**src/rtl/fpu_pkg.sv**
```systemverilog
// Shared FPU definitions: field layout, state encoding and constants.
// Used by both the sequential multiplier and the combinational divider.
package fpu_pkg;

  localparam int BIAS   = 127;
  localparam int EXP_W  = 8;
  localparam int FRAC_W = 23;

  localparam int SIGN_BIT = 31;
  localparam int EXP_MSB  = 30;
  localparam int EXP_LSB  = 23;
  localparam int FRAC_MSB = 22;
  localparam int FRAC_LSB = 0;

  localparam logic [31:0]      ZERO    = 32'h0000_0000;
  localparam logic [EXP_W-1:0] EXP_MAX = 8'hFF;

  typedef enum logic [1:0] {
    IDLE,
    CALC,
    NORM,
    DONE
  } state_t;

endpackage

```
**src/rtl/fpu_multiply_seq_mul.sv**
```systemverilog
// Radix-2 shift-add unsigned mantissa multiplier.
// One multiplier bit per step; last flags the final step.
module mant_shift_add_mul #(
  parameter int MANT_W = 24
) (
  input  logic                  clk,
  input  logic                  rst,
  input  logic                  load,
  input  logic                  step,
  input  logic [MANT_W-1:0]     a,
  input  logic [MANT_W-1:0]     b,
  output logic [2*MANT_W-1:0]   acc,
  output logic                  last
);

  logic [MANT_W-1:0] mcand;
  logic [MANT_W-1:0] mplier;
  logic [4:0]        cnt;
  logic [2*MANT_W-1:0] addend;

  assign addend = {{MANT_W{1'b0}}, mcand} << cnt;
  assign last   = step && (cnt == 5'(MANT_W - 1));

  always_ff @(posedge clk) begin
    if (rst) begin
      mcand  <= '0;
      mplier <= '0;
      acc    <= '0;
      cnt    <= '0;
    end else if (load) begin
      mcand  <= a;
      mplier <= b;
      acc    <= '0;
      cnt    <= '0;
    end else if (step) begin
      if (mplier[0])
        acc <= acc + addend;
      mplier <= mplier >> 1;
      cnt    <= cnt + 5'd1;
    end
  end

endmodule

```
**src/rtl/fpu_multiply_seq.sv**
```systemverilog
// Sequential IEEE 754 single-precision multiplier, truncating.
// FSM owns handshake, exponent and packing; mantissas go to the shift-add core.
module fpu_multiply_seq #(
  parameter int BIAS   = 127,
  parameter int MANT_W = 24
) (
  input  logic        clk,
  input  logic        rst,
  input  logic        start,
  input  logic [31:0] multiplicand,
  input  logic [31:0] multiplier,
  output logic [31:0] product,
  output logic        valid,
  output logic        busy,
  output logic        ovf,
  output logic        unf
);
  import fpu_pkg::*;

  state_t state;

  logic              sign;
  logic signed [9:0] esum;
  logic signed [9:0] esum_n;
  logic signed [9:0] e_norm;
  logic              load;
  logic              step;
  logic              last;
  logic              is_zero;
  logic [2*MANT_W-1:0] acc;
  logic [FRAC_W-1:0]   frac;

  assign load    = (state == IDLE) && start;
  assign step    = (state == CALC);
  assign is_zero = (multiplicand == ZERO) || (multiplier == ZERO);

  assign esum_n = 10'(multiplicand[EXP_MSB:EXP_LSB])
                + 10'(multiplier[EXP_MSB:EXP_LSB])
                - 10'(BIAS);

  assign e_norm = esum + 10'(acc[2*MANT_W-1]);
  assign frac   = acc[2*MANT_W-1] ? acc[46:24] : acc[45:23];

  mant_shift_add_mul #(
    .MANT_W (MANT_W)
  ) u_mul (
    .clk  (clk),
    .rst  (rst),
    .load (load),
    .step (step),
    .a    ({1'b1, multiplicand[FRAC_MSB:FRAC_LSB]}),
    .b    ({1'b1, multiplier[FRAC_MSB:FRAC_LSB]}),
    .acc  (acc),
    .last (last)
  );

  always_ff @(posedge clk) begin
    if (rst) begin
      state   <= IDLE;
      sign    <= 1'b0;
      esum    <= '0;
      product <= '0;
      valid   <= 1'b0;
      busy    <= 1'b0;
      ovf     <= 1'b0;
      unf     <= 1'b0;
    end else begin
      unique case (state)
        IDLE: begin
          valid <= 1'b0;
          if (start) begin
            sign <= multiplicand[SIGN_BIT] ^ multiplier[SIGN_BIT];
            esum <= esum_n;
            busy <= 1'b1;
            if (is_zero) begin
              // Only +0 bit patterns short-circuit; -0 runs the datapath.
              product <= ZERO;
              ovf     <= 1'b0;
              unf     <= 1'b0;
              valid   <= 1'b1;
              state   <= DONE;
            end else begin
              state <= CALC;
            end
          end
        end
        CALC: begin
          if (last)
            state <= NORM;
        end
        NORM: begin
          if (e_norm >= 10'sd255) begin
            product <= {sign, EXP_MAX, {FRAC_W{1'b0}}};
            ovf     <= 1'b1;
            unf     <= 1'b0;
          end else if (e_norm <= 10'sd0) begin
            product <= {sign, 31'b0};
            ovf     <= 1'b0;
            unf     <= 1'b1;
          end else begin
            product <= {sign, e_norm[EXP_W-1:0], frac};
            ovf     <= 1'b0;
            unf     <= 1'b0;
          end
          valid <= 1'b1;
          state <= DONE;
        end
        DONE: begin
          valid <= 1'b0;
          busy  <= 1'b0;
          state <= IDLE;
        end
        default: state <= IDLE;
      endcase
    end
  end

endmodule

```
**config.mk**
```make
export PLATFORM = sky130hd
export DESIGN_NAME = fpu_multiply_seq
export DESIGN_NICKNAME = d
export VERILOG_FILES = /design/src/rtl/fpu_pkg.sv /design/src/rtl/fpu_multiply_seq_mul.sv /design/src/rtl/fpu_multiply_seq.sv
export SDC_FILE = /design/constraint.sdc
export NUM_CORES = 1
export LEC_CHECK = 0
export CORE_ASPECT_RATIO = 0.7
export CORE_UTILIZATION = 45
export CTS_BUF_LIST = sky130_fd_sc_hd__clkbuf_2
export CTS_CLUSTER_DIAMETER = 200
export DETAILED_ROUTE_END_ITERATION = 6
export GPL_TIMING_DRIVEN = 0
export PLACE_DENSITY = 0.65
export SYNTH_ARGS = -nofsm -noshare
export SYNTH_HDL_FRONTEND = slang
export SYNTH_HIERARCHICAL = 1
export SYNTH_SLANG_ARGS = --single-unit
export TNS_END_PERCENT = 1
```
**constraint.sdc**
```tcl
create_clock -name clk -period 12.3 [get_ports clk]
set_clock_uncertainty 0.1 [all_clocks]
set_input_delay 1.845 -clock clk [delete_from_list [all_inputs] [get_ports clk]]
set_output_delay 1.845 -clock clk [all_outputs]
set_load 0.02 [all_outputs]
```
# [Word-level counts from Yosys, hierarchy flattened]
# Index checks and enable logic that the tools add are counted.
[totals] register_bits=150 input_bits=67 output_inout_bits=36 wordCells=68
[classes] n_addsub=5 order_cmp=2 eq_ne=7 shifts=1 mux=24 n_bitwise=1 reduce_logical=16
[op_table] op="$logic_not 32->1" count=2
[op_table] op="$mux 32" count=2
[op_table] op="$pmux 32 s2" count=1
[op_table] op="$mux 31" count=2
[op_table] op="$add 48x48->48" count=1
[op_table] op="$mux 24" count=2
[op_table] op="$shl 24x5->48" count=1
[op_table] op="$mux 23" count=1
[op_table] op="$add 10x1->10" count=1
[op_table] op="$ge 10x9->1 const B" count=1
[op_table] op="$le 10x1->1 const B" count=1
[op_table] op="$sub 9x7->10 const B" count=1
[op_table] op="$add 8x8->9" count=1
[op_table] op="$mux 1" count=8
[op_table] op="$pmux 2 s4" count=1
[op_table] op="$reduce_and 2->1" count=4
[op_table] op="$mux 2" count=3
[op_table] op="$ne 2x2->1 const B" count=3
[op_table] op="$pmux 1 s2" count=3
[op_table] op="$reduce_bool 2->1" count=3
[op_table] op="$add 5x1->5 const B" count=1
[op_table] op="$eq 5x5->1 const B" count=1
[op_table] op="$eq 2x2->1 const B" count=2
[op_table] op="$pmux 1 s3" count=1
[op_table] op="8 further kinds" count=9

# [Logic depth before layout (Yosys ltp)]
# Gate-level depths: netlist (run 1).
[logic_depth] ltp_word=5 depth_mapped=23

# [By module]
# Netlist (run 1), hierarchy kept.
[by_module_without_submodules] mod="mant_shift_add_mul" instances=1 cells_each=1020 area_per_inst_um2=8015.2 seq_area_each_um2=2021.9
[by_module_without_submodules] mod="fpu_multiply_seq" instances=1 cells_each=314 area_per_inst_um2=2974.1 seq_area_each_um2=980.9

# [Least setup slack after synthesis (run 1)]
# No wires, ideal clock.
[synth_timing] path_type="reg-to-reg" startpoint="register u_mul.cnt[0]" endpoint="register u_mul.acc[41]" arrival_time_ps=3837 slack_ps=8246 path_stages_with_launch=20 n_path_buf=4 cell_sequence="dfxtp_1 buf_2 buf_2 buf_2 inv_1 a21oi_1 mux2i_1 mux2_2 o22ai_1 ha_1 buf_6 o21a_1 o211a_1 a21oi_2 nand4_2 a221oi_4 o31ai_2 a31o_1 xor2_1 a22o_1"
[synth_between] elab_chain_len=2
[synth_lines] element="start, declared" line="fpu_multiply_seq_mul.sv:18" source="logic [4:0] cnt;"
[synth_lines] element="start signal, assigned" line="fpu_multiply_seq_mul.sv:39" source="cnt <= cnt + 5'd1;"
[synth_lines] element="$shl 24x5->48" line="fpu_multiply_seq_mul.sv:21" source="assign addend = {{MANT_W{1'b0}}, mcand} << cnt;"
[synth_lines] element="$add 48x48->48" line="fpu_multiply_seq_mul.sv:37" source="acc <= acc + addend;"
[synth_lines] element="end signal, assigned" line="fpu_multiply_seq_mul.sv:37"
[synth_lines] element="end, declared" line="fpu_multiply_seq_mul.sv:12" source="output logic [2*MANT_W-1:0] acc,"
# No other way between the ends.
# A chain may end at the register's enable or synchronous reset.

# [Worst setup path after layout (run 1)]
[layout_timing] startpoint="register u_mul.cnt[0]" endpoint="register u_mul.acc[31]"
# The elaborated chain is that of the path after synthesis.

==> key figures, run 1 <==
Logic synthesis
  • Cell with the most instances after synthesis: dfxtp_1
  • Synth warnings: 6
  • Cell taking the most area after synthesis: dfxtp_1
  • Post-synth EDFFs: 0
  • Synth top cells by count: 150 x dfxtp_1, 147 x nor2_1, 145 x nand2_1
  • Async SR Flop Fraction: 0
  • Mean post-synth cell area: 8.24 µm²
  • Top_reg_cell synth: dfxtp_1
  • Cells after Synth: 1334
  • Flops & latches, synth: 150
  • Share of the yosys chip area belonging to registers: 0.273
  • Cell variety after synth: 92
  • Mapped cell area: 11000 µm²
  • Share of the synthesized area in the top cell type: 0.273
  • Largest cells by area after synthesis: dfxtp_1 27%, ha_1 8.0%, mux2i_1 7.5%

Power and ir drop
  • Peak VDD IR: 0.0851 mV
  • P_leak: 4.94 nW
  • Pwr dens: 105 nW/µm²

Placement
  • Placed Area: 12400 µm²
  • Place WS: 7.17 ns
  • Port bufs: 102
  • Dpl hpwl: 25300 µm
  • GPL Wtd Cong: 0.954

STA
  • Final count of negative-setup-slack endpoints: 0
  • Final Hold Viols: 0
  • Minimum clock period: 5.12 ns
  • Final WS setup: 7.18 ns
  • Max frequency: 0.195 GHz
  • RSZ-0062 raised after global routing: no
  • Slew @ Worst Pin: 0.779 ns
  • Rel. slew slack: 0.481
  • Final Cycle Share: 0.417
  • Setup_tns: 0 ns
  • Slew Limit Fails: 0

Detailed routing
  • Per-cell routed wire length: 17.9 µm
  • Post-route ant nets: 0
  • Number of remaining DRC errors: 0
  • Vias/cell: 5.86
  • Wirelength, routed: 32100 µm
  • 1st-iter DRT viols: 1131
  • Via count: 10500
  • Drt first pass iters: 7

Worst setup path
  • Slowest CP cell: or4_1
  • CP endpoint kind: flip-flop
  • CP Class: reg -> reg
  • Startpoint class of the critical path: flip-flop
  • Worst r2r dst: u_mul/acc[31]
  • R2R Setup Slk: 7.18 ns
  • R2R Path Start: u_mul/cnt[0]
  • FF-to-FF path depth: 18
  • WP data required: 12.92 ns
  • Critical path fanouts, max: 10
  • Arr. time, crit path: 5.75 ns
  • Crit-path cells: buf_2 -> buf_2 -> clkbuf_1 -> nand2_1 -> o21ai_0 -> o21ai_0 -> o21ai_0 -> o22ai_1 -> ha_1 -> buf_2 -> nand4_1 -> or4_1 -> a211oi_1 -> nor3_2 -> a21oi_2 -> a41oi_1 -> or3_1 -> nand3_1
  • CP max stage delay: 0.51 ns

Floorplanning
  • Die Ht: 133 µm
  • # IOs: 103
  • Cell row count: 47
  • Die W: 189 µm
  • Die area: 25100 µm²
  • Initial Utilization: 0.461
  • Core area: 23800 µm²

Min path
  • Hold Path Origin: u_mul/acc[4]
  • Hold EP: u_mul/acc[4]
  • Hold depth: 2
  • HP Class: reg -> reg

Outcome
  • Run status: completed

Global routing
  • Vias in the first global route: 9473
  • Largest net degree at the start of global routing: 17
  • First-pass GRT wire length: 51300 µm
  • Gr usage total: 0.257
  • Gr ovfl total: 0
  • Initial antenna violation count: 1

Clock network
  • Postcts setup bufs: 0
  • Resized Gates After CTS: 0
  • Later-pin clock latency in the skew report: 0.79 ns
  • CTS HTree Levels: 4
  • Maximum clock insertion buffer count: 2
  • Clk pin slew, worst setup/hold paths: 0.25 ns
  • Clock Sinks: 150
  • CTS Hold Bufs: 0
  • TritonCTS Buffers: 17
  • CTS root buf: clkbuf_2
  • CTS tree: yes

Final layout
  • Final Cell Area: 12700 µm²
  • Final net count: 1595
  • Layout cell share with drive strength beyond 1: 0.0987
  • Layout area overhead: 15.5%

Run
  • Max-Cap Viols: 0
## report_power, final
group | internal, mW | switching, mW
clock network | 0.133 | 0.190
logic | 0.184 | 0.278
registers | 0.520 | 0.0280
## registers in the layout, indices dropped and copies added (netlist names), 2 cells and up
| signal | count |
|---|---|
| product | 32 |
| u_mul/cnt | 5 |
| u_mul/acc | 48 |
| u_mul/mcand | 24 |
| state | 2 |
| esum | 10 |
| u_mul/mplier | 24 |
## worst max-delay path by stage
stage / from / endpoint / cells past startpoint
3_3_place_gp: multiplicand[30] / product[30] / 8
2_1_floorplan: u_mul/cnt[0] / u_mul/acc[41] / 19
4_1_cts: u_mul/cnt[0] / u_mul/acc[45] / 18
5_1_grt: u_mul/cnt[1] / u_mul/acc[31] / 18
6_report: u_mul/cnt[0] / u_mul/acc[31] / 18
3_5_place_dp: multiplicand[30] / product[28] / 8
## cell usage in the layout (no fill, tap or decap), drive strengths merged, types with 7 or more instances in the layout
master,count
o22ai,19
ha,70
o21a,11
dfxtp,150
a211oi,19
clkdlybuf4s50,102
clkinv,9
xor2,20
nand3,28
clkbuf,64
mux2i,82
nor2,147
nand2,147
o21ai,54
nor3,14
a221o,9
buf,41
a31oi,8
a32o,23
and2,11
mux4,10
xnor2,36
a21o,27
and3,7
mux2,39
a21oi,130
nand2b,10
nor4,24
or3,9
inv,33
nand4,20
## worst max-delay path: cells and delay by family, from the launching register on
family | cells | cell delay (ns)
compound gates | 7 | 1.77
simple gates | 6 | 1.38
buf+inv | 4 | 1.10
flops | 1 | 0.40
fa+ha+maj | 1 | 0.30
## per-layer routing
layer | routed length, µm | global-route usage
met3 | 2420 | 0.0456
met1 | 16900 | 0.413
met4 | 324 | 0.0493
met5 | 0 | 0
met2 | 12400 | 0.347
## layout make-up
class	count	area [µm²]
fillers	2284	11100
multi-input cells	1061	7400
flip-flops and latches	150	3000
repair buffers	102	1020
plain buffers	90	460
well taps	318	398
clock inverters	14	183
inverters	34	128
clock buffers	18	90.1
diodes	1	2.50
## kinds of logic (layout without fill, tap and decap cells)
family                   after synthesis  after routing  synth area share
AND/OR/NAND/NOR                      446            446             0.192
AO/OA/AOI/OAI                        354            354             0.218
flip-flops                           150            150             0.273
multiplexers                         131            131             0.135
buffers and inverters                124            258            0.0535
adder cells (fa/ha/maj)               72             72            0.0833
XOR/XNOR                              56             56            0.0446
other                                  1              3          0.000341
## stage by stage
step	cells	hold slack (ns)	util	power (mW)
after floorplan	1335	0.332	-	0.874
after global placement	1755	0.345	0.521	1.00
after detailed placement	1755	0.352	0.521	1.01
after CTS	1787	0.377	0.533	1.33
after global routing	1788	0.394	0.533	1.41
final	1788	0.375	0.533	1.33
Note: power is estimated with default switching activity, not from simulation.
==> run 2, diff against run 1 <==
- PLACE_DENSITY: 0.65 -> 0.68
- clock period: 12.3 -> 4.7 ns (I/O delays scaled with it)
==> key figures, run 2 (synthesized netlist as in run 1, its figures left out) <==
Outcome
  • Run status: completed

Worst setup path
  • R2R Path Start: u_mul/cnt[1]
  • CP Launch Point: u_mul/cnt[1]
  • CP endpoint kind: flip-flop
  • Startpoint class of the critical path: flip-flop
  • Worst path top cell family by delay: simple AND/OR/NAND/NOR gates
  • CP max stage delay: 0.53 ns (+0.02 ns)
  • Slowest CP cell: or4_1
  • Arr. time, crit path: 5.27 ns (-0.48 ns)
  • WP data required: 5.32 ns (-7.60 ns)
  • CP Class: reg -> reg
  • Crit-path cells: clkbuf_4 -> buf_4 -> mux2i_1 -> a21oi_2 -> mux2i_1 -> mux2_2 -> o22ai_2 -> ha_1 -> buf_4 -> nand4_1 -> or4_1 -> a211oi_2 -> nor3_2 -> a21oi_2 -> a41oi_1 -> or3_1 -> nand3_1
  • Critical path fanouts, max: 10 (unchanged)
  • Crit path buf inv count: 3 (-1)

Clock network
  • CTS Hold Bufs: 0 (unchanged)
  • Clk pin slew, worst setup/hold paths: 0.28 ns (+0.03 ns)
  • CTS root buf: clkbuf_2
  • TritonCTS Buffers: 17 (unchanged)
  • Clock Sinks: 150 (unchanged)
  • Later-pin clock latency in the skew report: 0.81 ns (+0.02 ns)
  • CTS tree: yes
  • Maximum clock insertion buffer count: 2 (unchanged)
  • CTS HTree Levels: 4 (unchanged)

Detailed routing
  • 1st-iter DRT viols: 1092 (-3.4%)
  • Wirelength, routed: 32700 µm (+1.8%)
  • Per-cell routed wire length: 18.2 µm (+1.4%)
  • Post-route ant nets: 0 (unchanged)
  • Number of remaining DRC errors: 0 (unchanged)
  • Drt first pass iters: 6 (-1)
  • Via count: 10600 (+0.71%)
  • Vias/cell: 5.88 (+0.31%)

Floorplanning
  • Die W: 189 µm (unchanged)
  • Initial Utilization: 0.461 (unchanged)
  • Die area: 25100 µm² (unchanged)
  • # IOs: 103 (unchanged)
  • Core area: 23800 µm² (unchanged)
  • Die Ht: 133 µm (unchanged)
  • Cell row count: 47 (unchanged)

Global routing
  • Largest net degree at the start of global routing: 17 (unchanged)
  • Gr ovfl total: 0 (unchanged)
  • First-pass GRT wire length: 51100 µm (-0.42%)
  • Initial antenna violation count: 1 (unchanged)
  • Gr usage total: 0.258 (+0.00164)
  • Vias in the first global route: 9440 (-0.35%)

Final layout
  • Final net count: 1602 (+0.44%)
  • Largest reg by FF count: u_mul/acc
  • Commonest non-fill, non-tap cells in the layout: 149 x dfxtp_1, 147 x nor2_1, 145 x nand2_1
  • Final Cell Area: 13000 µm² (+2.1%)
  • Layout area overhead: 17.9%
  • Commonest non-fill, non-tap cell in the layout: dfxtp_1
  • Biggest regs: u_mul/acc x48, product x32
  • Util after Layout: 0.544 (+0.0111)
  • Layout cell share with drive strength beyond 1: 0.123 (+0.0240)
  • Max FFs per register: 48 (unchanged)

STA
  • Rel. slew slack: 0.489 (+0.00816)
  • Slew Limit Fails: 0 (unchanged)
  • Minimum clock period: 4.66 ns (-0.468 ns)
  • Setup_tns: 0 ns (unchanged)
  • Slew @ Worst Pin: 0.767 ns (-0.0122 ns)
  • Final Cycle Share: 0.991 (+0.574)
  • Final count of negative-setup-slack endpoints: 0 (unchanged)
  • Max frequency: 0.215 GHz (+10%)
  • RSZ-0062 raised after global routing: yes
  • Final Hold Viols: 0 (unchanged)

Placement
  • Dpl hpwl: 25600 µm (+1.2%)
  • Port bufs: 102 (unchanged)
  • Placed Area: 12400 µm² (unchanged)
  • GPL Wtd Cong: 1.00 (+4.9%)

Min path
  • Hold Path Origin: u_mul/acc[4]
  • HP Class: reg -> reg

Power and ir drop
  • Peak VDD IR: 0.183 mV (+110%)
  • Pwr dens: 281 nW/µm² (+170%)
  • P_leak: 5.03 nW (+2.0%)

Run
  • Max-Cap Viols: 0 (unchanged)
## run 2: changes by cell type in the layout (fill, tap and decap cells not counted), moves of 5 or more
cell / delta
o21ai_0: -9
o22ai_2: +5
a21oi_2: +5
mux2i_1: -5
a21oi_1: -5
o21ai_1: +9
o22ai_1: -5
buf_4: +8
## run 2: what timing repair did
action	4_1_cts	5_1_grt
resized for setup	7	45
hold endpoints to repair	0	0
endpoints found under the setup margin	16	21
pin swaps	2	5
setup buffers	3	4
## run 2: worst min-delay path, delay by kind of cell (launching register included)
kind,cells,cell delay [ns]
and+or+nand+nor,1,0.05
AOI/OAI and AO/OA,1,0.05
DFF,1,0.38
## run 2: final timing paths
kind | cells after the start | slack [ns] | to
max reg2reg | 17 | 0.04 | u_mul/acc[31]
min reg2reg | 2 | 0.38 | u_mul/acc[4]
min | 2 | 0.38 | u_mul/acc[4]
max | 17 | 0.04 | u_mul/acc[31]
## run 2: final cells by class
| class | instances | area [µm²] |
|---|---|---|
| Clock inverter | 13 | 228 |
| Multi-Input combinational cell | 1061 | 7530 |
| Sequential cell | 150 | 3000 |
| Inverter | 34 | 131 |
| Buffer | 90 | 489 |
| Antenna cell | 2 | 5.00 |
| Fill cell | 2263 | 10900 |
| Tap cell | 318 | 398 |
| Clock buffer | 18 | 90.1 |
| Timing Repair Buffer | 109 | 1070 |
## run 2: metrics by stage
step           cells  hold WS, ns  setup WS [ns]  power [mW]
2_1_floorplan   1335        0.332          0.646        2.29
4_1_cts         1789        0.339       0.000297        3.61
6_report        1795        0.375         0.0440        3.64
3_5_place_dp    1755        0.350         -0.259        2.63
5_1_grt         1795        0.372        -0.0510        3.85
3_3_place_gp    1755        0.344         -0.284        2.61
## run 2: metal layers
metal,track usage,vias to the layer above,share of wire
li1,-,5137,-
met1,0.410,4947,0.52
met2,0.349,439,0.39
met3,0.0546,37,0.081
met4,0.0475,0,0.011
met5,0,-,0
## run 2: power by group
part	leakage (nW)	switching, mW	internal (mW)
sequential	1.22	0.0766	1.36
combinational	3.63	0.732	0.504
clock	0.182	0.514	0.455
